`src/rtl/irq_encoder_8to3_pkg.sv`:
```
// Shared widths, FSM state type and helpers for the 8-to-3 interrupt encoder.
package irq_enc_pkg;

    localparam int unsigned N_LINES = 8;
    localparam int unsigned IDX_W   = 3;

    typedef enum logic {
        IDLE  = 1'b0,
        GRANT = 1'b1
    } state_t;

    function automatic logic [N_LINES-1:0] onehot(input logic [IDX_W-1:0] idx);
        return N_LINES'(1) << idx;
    endfunction

endpackage

```
`src/rtl/irq_encoder_8to3_if.sv`:
```
// Request/grant bundle between the interrupt sources/consumer and the encoder.
interface irq_encoder_8to3_if;
    import irq_enc_pkg::*;

    logic               en;
    logic [N_LINES-1:0] in;
    logic               ack;
    logic [IDX_W-1:0]   y;
    logic               valid;
    logic [N_LINES-1:0] pending;
    logic               overrun;

    modport master (output en, in, ack, input y, valid, pending, overrun);
    modport slave  (input en, in, ack, output y, valid, pending, overrun);

endinterface

```
`src/rtl/irq_encoder_8to3_pri_sel_8.sv`:
```
// Combinational index selector. Macro IRQ_ENC_ROUND_ROBIN_EN: ascending search from start+1
// with wrap; otherwise descending search from start (start=7 gives highest-index-wins).
module pri_sel_8
    import irq_enc_pkg::*;
(
    input  logic [N_LINES-1:0] vec,
    input  logic [IDX_W-1:0]   start,
    output logic [IDX_W-1:0]   idx,
    output logic               found
);

    logic [IDX_W-1:0] cand;

    // First hit in search order wins; index arithmetic wraps mod 8 naturally.
    always_comb begin
        idx   = '0;
        found = 1'b0;
        cand  = '0;
        for (int unsigned k = 0; k < N_LINES; k++) begin
`ifdef IRQ_ENC_ROUND_ROBIN_EN
            cand = start + IDX_W'(k + 1);
`else
            cand = start - IDX_W'(k);
`endif
            if (!found && vec[cand]) begin
                idx   = cand;
                found = 1'b1;
            end
        end
    end

endmodule

```
`src/rtl/irq_encoder_8to3.sv`:
```
// 8-line interrupt encoder with pending register, grant/ack handshake and overrun flag.
// Optional round-robin selection via macro IRQ_ENC_ROUND_ROBIN_EN (default: fixed, bit 7 first).
module irq_encoder_8to3
    import irq_enc_pkg::*;
(
    input  logic               clk,
    input  logic               rst_n,
    irq_encoder_8to3_if.slave  bus
);

    state_t             state;
    state_t             state_nxt;
    logic               ack_ok;
    logic [N_LINES-1:0] set_c;
    logic [N_LINES-1:0] clr_c;
    logic [N_LINES-1:0] pend_nxt;
    logic               ovr_nxt;
    logic [N_LINES-1:0] sel_vec;
    logic [IDX_W-1:0]   start_c;
    logic [IDX_W-1:0]   sel_idx;
    logic               sel_found;
    logic [IDX_W-1:0]   y_nxt;
    logic               valid_nxt;

    assign ack_ok   = (state == GRANT) && bus.ack;
    assign set_c    = bus.en ? bus.in : '0;
    assign clr_c    = ack_ok ? onehot(bus.y) : '0;
    assign pend_nxt = (bus.pending & ~clr_c) | set_c;
    assign ovr_nxt  = |(set_c & bus.pending & ~clr_c);

    // IDLE grants from the registered vector; an ack regrants from the post-update vector.
    assign sel_vec  = (state == GRANT) ? pend_nxt : bus.pending;

`ifdef IRQ_ENC_ROUND_ROBIN_EN
    logic [IDX_W-1:0] ptr;

    // Pointer follows the last accepted index; the search uses its updated value.
    assign start_c = ack_ok ? bus.y : ptr;

    always_ff @(posedge clk) begin
        if (!rst_n) begin
            ptr <= IDX_W'(N_LINES - 1);
        end else if (ack_ok) begin
            ptr <= bus.y;
        end
    end
`else
    assign start_c = IDX_W'(N_LINES - 1);
`endif

    pri_sel_8 u_sel (
        .vec   (sel_vec),
        .start (start_c),
        .idx   (sel_idx),
        .found (sel_found)
    );

    // Next-state and next-output decode.
    always_comb begin
        state_nxt = state;
        y_nxt     = bus.y;
        valid_nxt = bus.valid;
        case (state)
            IDLE: begin
                if (sel_found) begin
                    state_nxt = GRANT;
                    y_nxt     = sel_idx;
                    valid_nxt = 1'b1;
                end
            end
            GRANT: begin
                if (bus.ack) begin
                    if (sel_found) begin
                        y_nxt = sel_idx;
                    end else begin
                        state_nxt = IDLE;
                        y_nxt     = '0;
                        valid_nxt = 1'b0;
                    end
                end
            end
        endcase
    end

    always_ff @(posedge clk) begin
        if (!rst_n) begin
            state       <= IDLE;
            bus.y       <= '0;
            bus.valid   <= 1'b0;
            bus.pending <= '0;
            bus.overrun <= 1'b0;
        end else begin
            state       <= state_nxt;
            bus.y       <= y_nxt;
            bus.valid   <= valid_nxt;
            bus.pending <= pend_nxt;
            bus.overrun <= ovr_nxt;
        end
    end

endmodule

```
`src/flat_wrapper.sv`:
```
// flat-port wrapper written by rule: the top's interface ports become plain ports
module irq_encoder_8to3_flat import irq_enc_pkg::*;
  (clk, rst_n, bus_en, bus_in, bus_ack, bus_y, bus_valid, bus_pending, bus_overrun);
  irq_encoder_8to3_if bus_i ();
  input  logic clk;
  input  logic rst_n;
  input wire logic [$bits(bus_i.en)-1:0] bus_en;
  input wire logic [$bits(bus_i.in)-1:0] bus_in;
  input wire logic [$bits(bus_i.ack)-1:0] bus_ack;
  output wire logic [$bits(bus_i.y)-1:0] bus_y;
  output wire logic [$bits(bus_i.valid)-1:0] bus_valid;
  output wire logic [$bits(bus_i.pending)-1:0] bus_pending;
  output wire logic [$bits(bus_i.overrun)-1:0] bus_overrun;
  assign bus_i.en = bus_en;
  assign bus_i.in = bus_in;
  assign bus_i.ack = bus_ack;
  assign bus_y = bus_i.y;
  assign bus_valid = bus_i.valid;
  assign bus_pending = bus_i.pending;
  assign bus_overrun = bus_i.overrun;
  irq_encoder_8to3 u_core (.clk(clk), .rst_n(rst_n), .bus(bus_i));
endmodule
```
`config.mk`:
```
export PLATFORM = sky130hd
export DESIGN_NAME = irq_encoder_8to3_flat
export DESIGN_NICKNAME = d
export VERILOG_FILES = /design/src/rtl/irq_encoder_8to3_pkg.sv /design/src/rtl/irq_encoder_8to3_if.sv /design/src/rtl/irq_encoder_8to3_pri_sel_8.sv /design/src/rtl/irq_encoder_8to3.sv /design/src/flat_wrapper.sv
export SDC_FILE = /design/constraint.sdc
export NUM_CORES = 1
export LEC_CHECK = 0
export ABC_AREA = 1
export CAP_MARGIN = 20
export CORE_ASPECT_RATIO = 0.7
export CORE_MARGIN = 3
export CORE_UTILIZATION = 47
export CTS_BUF_LIST = sky130_fd_sc_hd__clkbuf_8 sky130_fd_sc_hd__clkbuf_16
export DETAILED_ROUTE_END_ITERATION = 8
export HOLD_SLACK_MARGIN = 0.08
export PLACE_DENSITY = 0.86
export SYNTH_ARGS = -nofsm -noshare
export SYNTH_HDL_FRONTEND = slang
export SYNTH_SLANG_ARGS = --single-unit
```
`constraint.sdc`:
```
create_clock -name clk -period 1.79 [get_ports clk]
set_input_delay 0.537 -clock clk [delete_from_list [all_inputs] [get_ports clk]]
set_output_delay 0.537 -clock clk [all_outputs]
set_load 0.03 [all_outputs]
```
==> flow_summary.yaml, run 1 <==
cts:
  clock_path_buffers: 2
  cts_hold_buf: 0
  h-tree-depth: 1
  cts_buffers: 3
  clk_pin_slew_ns: 0.06
  clk_latency_ns: 0.25
  cts_tree: "built"
  root_buffer: "clkbuf_8"
  cts_sinks: 14
power_and_ir_drop:
  vdd_drop_max_v: 0.0007295
  finalPower_mw: 1.045
  power.leakage_nw: 0.7388
  cellPowerDensity_mw_per_mm2: 707.5
synth:
  synth_top_cell_by_area: "dfxtp_1"
  avgSynthCellArea_um2: 7.438
  synth_area_leaders: "dfxtp_1 (30%), nand2_1 (12%), a21oi_1 (7.5%)"
  synthMuxAreaShare_pct: 0
  synth.top_cell.area_share_pct: 29.91
  synth_area_um2: 937.1
  synth-xor-area-share_pct: 0
  syn_nets: 138
  syn_inst: 126
  synth-simple-area-share_pct: 46.73
  seq_area_frac_synth_pct: 29.91
  synth.distinct_cells: 27
  synth-compound-area-share_pct: 16.02
  ys_warn_count: 0
  synth_fa_ha_area_share_pct: 0
  synth_top_family_by_area: "simple AND/OR/NAND/NOR gates"
  ys_ff_latch: 14
placement:
  io_buffers: 24
  dpl.hpwl_mm: 2.281
  pre_cts_slack_ns: -0.6252
  placed_cell_area_mm2: 0.001330
  gp_congestion: 0.9188
min_path:
  hp-class: "reg -> reg"
  whs_endpoint: "u_core.bus.valid"
  min_from: "u_core.bus.valid"
  whs_path_depth: 2
floorplan:
  die_h_um: 43.36
  dieWidth_um: 59.37
  core-area_mm2: 0.001727
  start_util_pct: 54.28
  die_area_mm2: 0.002574
  ioPinCount: 25
  rows: 12
final_layout:
  nNetsFinal: 188
  final_common_cell: "buf_4"
  syn2layout_area_growth_pct: 57.54
  design_area_mm2: 0.001476
  final_cell_mix: "buf_4 (25), nand2_1 (23), a21oi_1 (13)"
  n_antenna_cell: 0
  drive_above_1_share_pct: 44.25
sta:
  fin_skew_ns: 0.002201
  fmax_mhz: 547.4
  slew_viol_final: 0
  worst_slack_ns: -0.03676
  timing.final.crit_share_pct: 102.1
  min_period_ns: 1.827
  tightest_slew_ns: 0.3800
  setup_viol_count_final: 4
  rsz0062_at_grt: "true"
  relSlewSlack_pct: 74.64
  hold_violations: 0
  whs_ns: 0.4825
outcome:
  violations: "setup timing"
  outcome: "finished with violations"
setup_path:
  rr_worst_depth: 12
  reg2reg_from: "u_core.bus.y[1]"
  path_max_fanout: 1
  r2r-end: "u_core.bus.y[0]"
  cp-end-kind: "output port"
  crit_slowest_cell: "clkdlybuf4s50_1"
  worst_setup_path_start_kind: "flop"
  critical_path.top_delay_family: "buffers and inverters"
  cp.arrival_ns: 1.29
  cp_slowest_stage_delay_ns: 0.69
  path_buf_inv: 1
  required_ns: 1.25
  crit_chain: "clkdlybuf4s50_1"
  r2r_slack_ns: -0.01
  crit_type: "reg -> out"
drt:
  drtIter0Drc: 115
  finalWirelength_mm: 3.720
  via_per_inst: 6.169
  avgRoutedWirePerCell_um: 19.08
  ant_nets: 0
  drc: 0
  vias: 1203
  firstDrtPassIters: 5
run:
  drv_cap: 0
global_routing:
  grt_pass1_wl_mm: 4.830
  grt_pass1_vias: 1056
  antenna_found_initial: 0
  grt_max_degree: 12
  track_usage_pct: 25.11
  gr-total-overflow: 0
-- how the worst max path moves through the flow --
| stage | startpoint | endpoint | slack (ns) | cells past startpoint |
|---|---|---|---|---|
| final | u_core.bus.overrun | bus_overrun | -0.04 | 1 |
| after global routing | u_core.state | u_core.bus.y[1] | -0.11 | 11 |
| after CTS | bus_ack | u_core.bus.y[0] | 0.0009 | 12 |
| after detailed placement | bus_ack | u_core.bus.y[0] | -0.63 | 12 |
| after global placement | bus_ack | u_core.bus.y[0] | -0.53 | 14 |
| after floorplan | u_core.bus.y[2] | u_core.bus.y[0] | 0.01 | 11 |
-- per-layer routing --
layer	GRT usage [%]	part of all wire (%)
met5	0	0
met1	28.39	36
met4	10.86	5.4
met2	43.14	48
met3	8.036	11
-- through the flow --
| stage | setup TNS [ns] | utilization, % | std cells |
|---|---|---|---|
| 3_3_place_gp | -2.852 | 77.03 | 187 |
| 5_1_grt | -0.3031 | 85.51 | 195 |
| 2_1_floorplan | 0 | - | 126 |
| 3_5_place_dp | -3.582 | 77.03 | 187 |
| 6_report | -0.06565 | 85.51 | 195 |
| 4_1_cts | 0 | 79.35 | 190 |
-- final cells by class --
type	instances	area, um2
multi-input cells	96	653.1
well taps	21	26.28
flip-flops and latches	14	290.3
repair buffers	49	420.4
fillers	94	250.2
clock buffers	3	41.29
inverters	12	45.04
-- sequential cells by signal, summed over array words and instances (netlist names) --
signal,cells
u_core.bus.valid,1
u_core.bus.overrun,1
u_core.state,1
u_core.bus.pending,8
u_core.bus.y,3
-- repair_timing --
item | 4_1_cts | 5_1_grt
buffers inserted | 0 | 5
pin swaps | 0 | 13
setup endpoints to repair | 17 | 6
gates cloned | 0 | 0
resized for setup | 18 | 28
-- power by group --
part           switching, mW  internal, mW
Combinational          0.239         0.165
Sequential            0.0362         0.339
Clock                  0.116         0.149
-- cell usage after synthesis, drive strengths merged --
cell	number
nand3	14
nand4	2
nand2	38
o21bai	1
o22ai	4
inv	12
nor4	1
nor2	10
buf	2
o21ai	5
nand3b	1
or2	6
a21oi	14
dfxtp	14
clkbuf	2
-- kinds of logic after synthesis --
kind of cell,Yosys count
buffers and inverters,16
and+or+nand+nor,72
AOI/OAI and AO/OA,24
DFF,14
Power figures use the tool's default switching activity.
==> run 2, diff against run 1 <==
- CAP_MARGIN: 20 -> unset
==> results of run 2 <==
The final DEF is identical to that of run 1; final timing and power are the same.
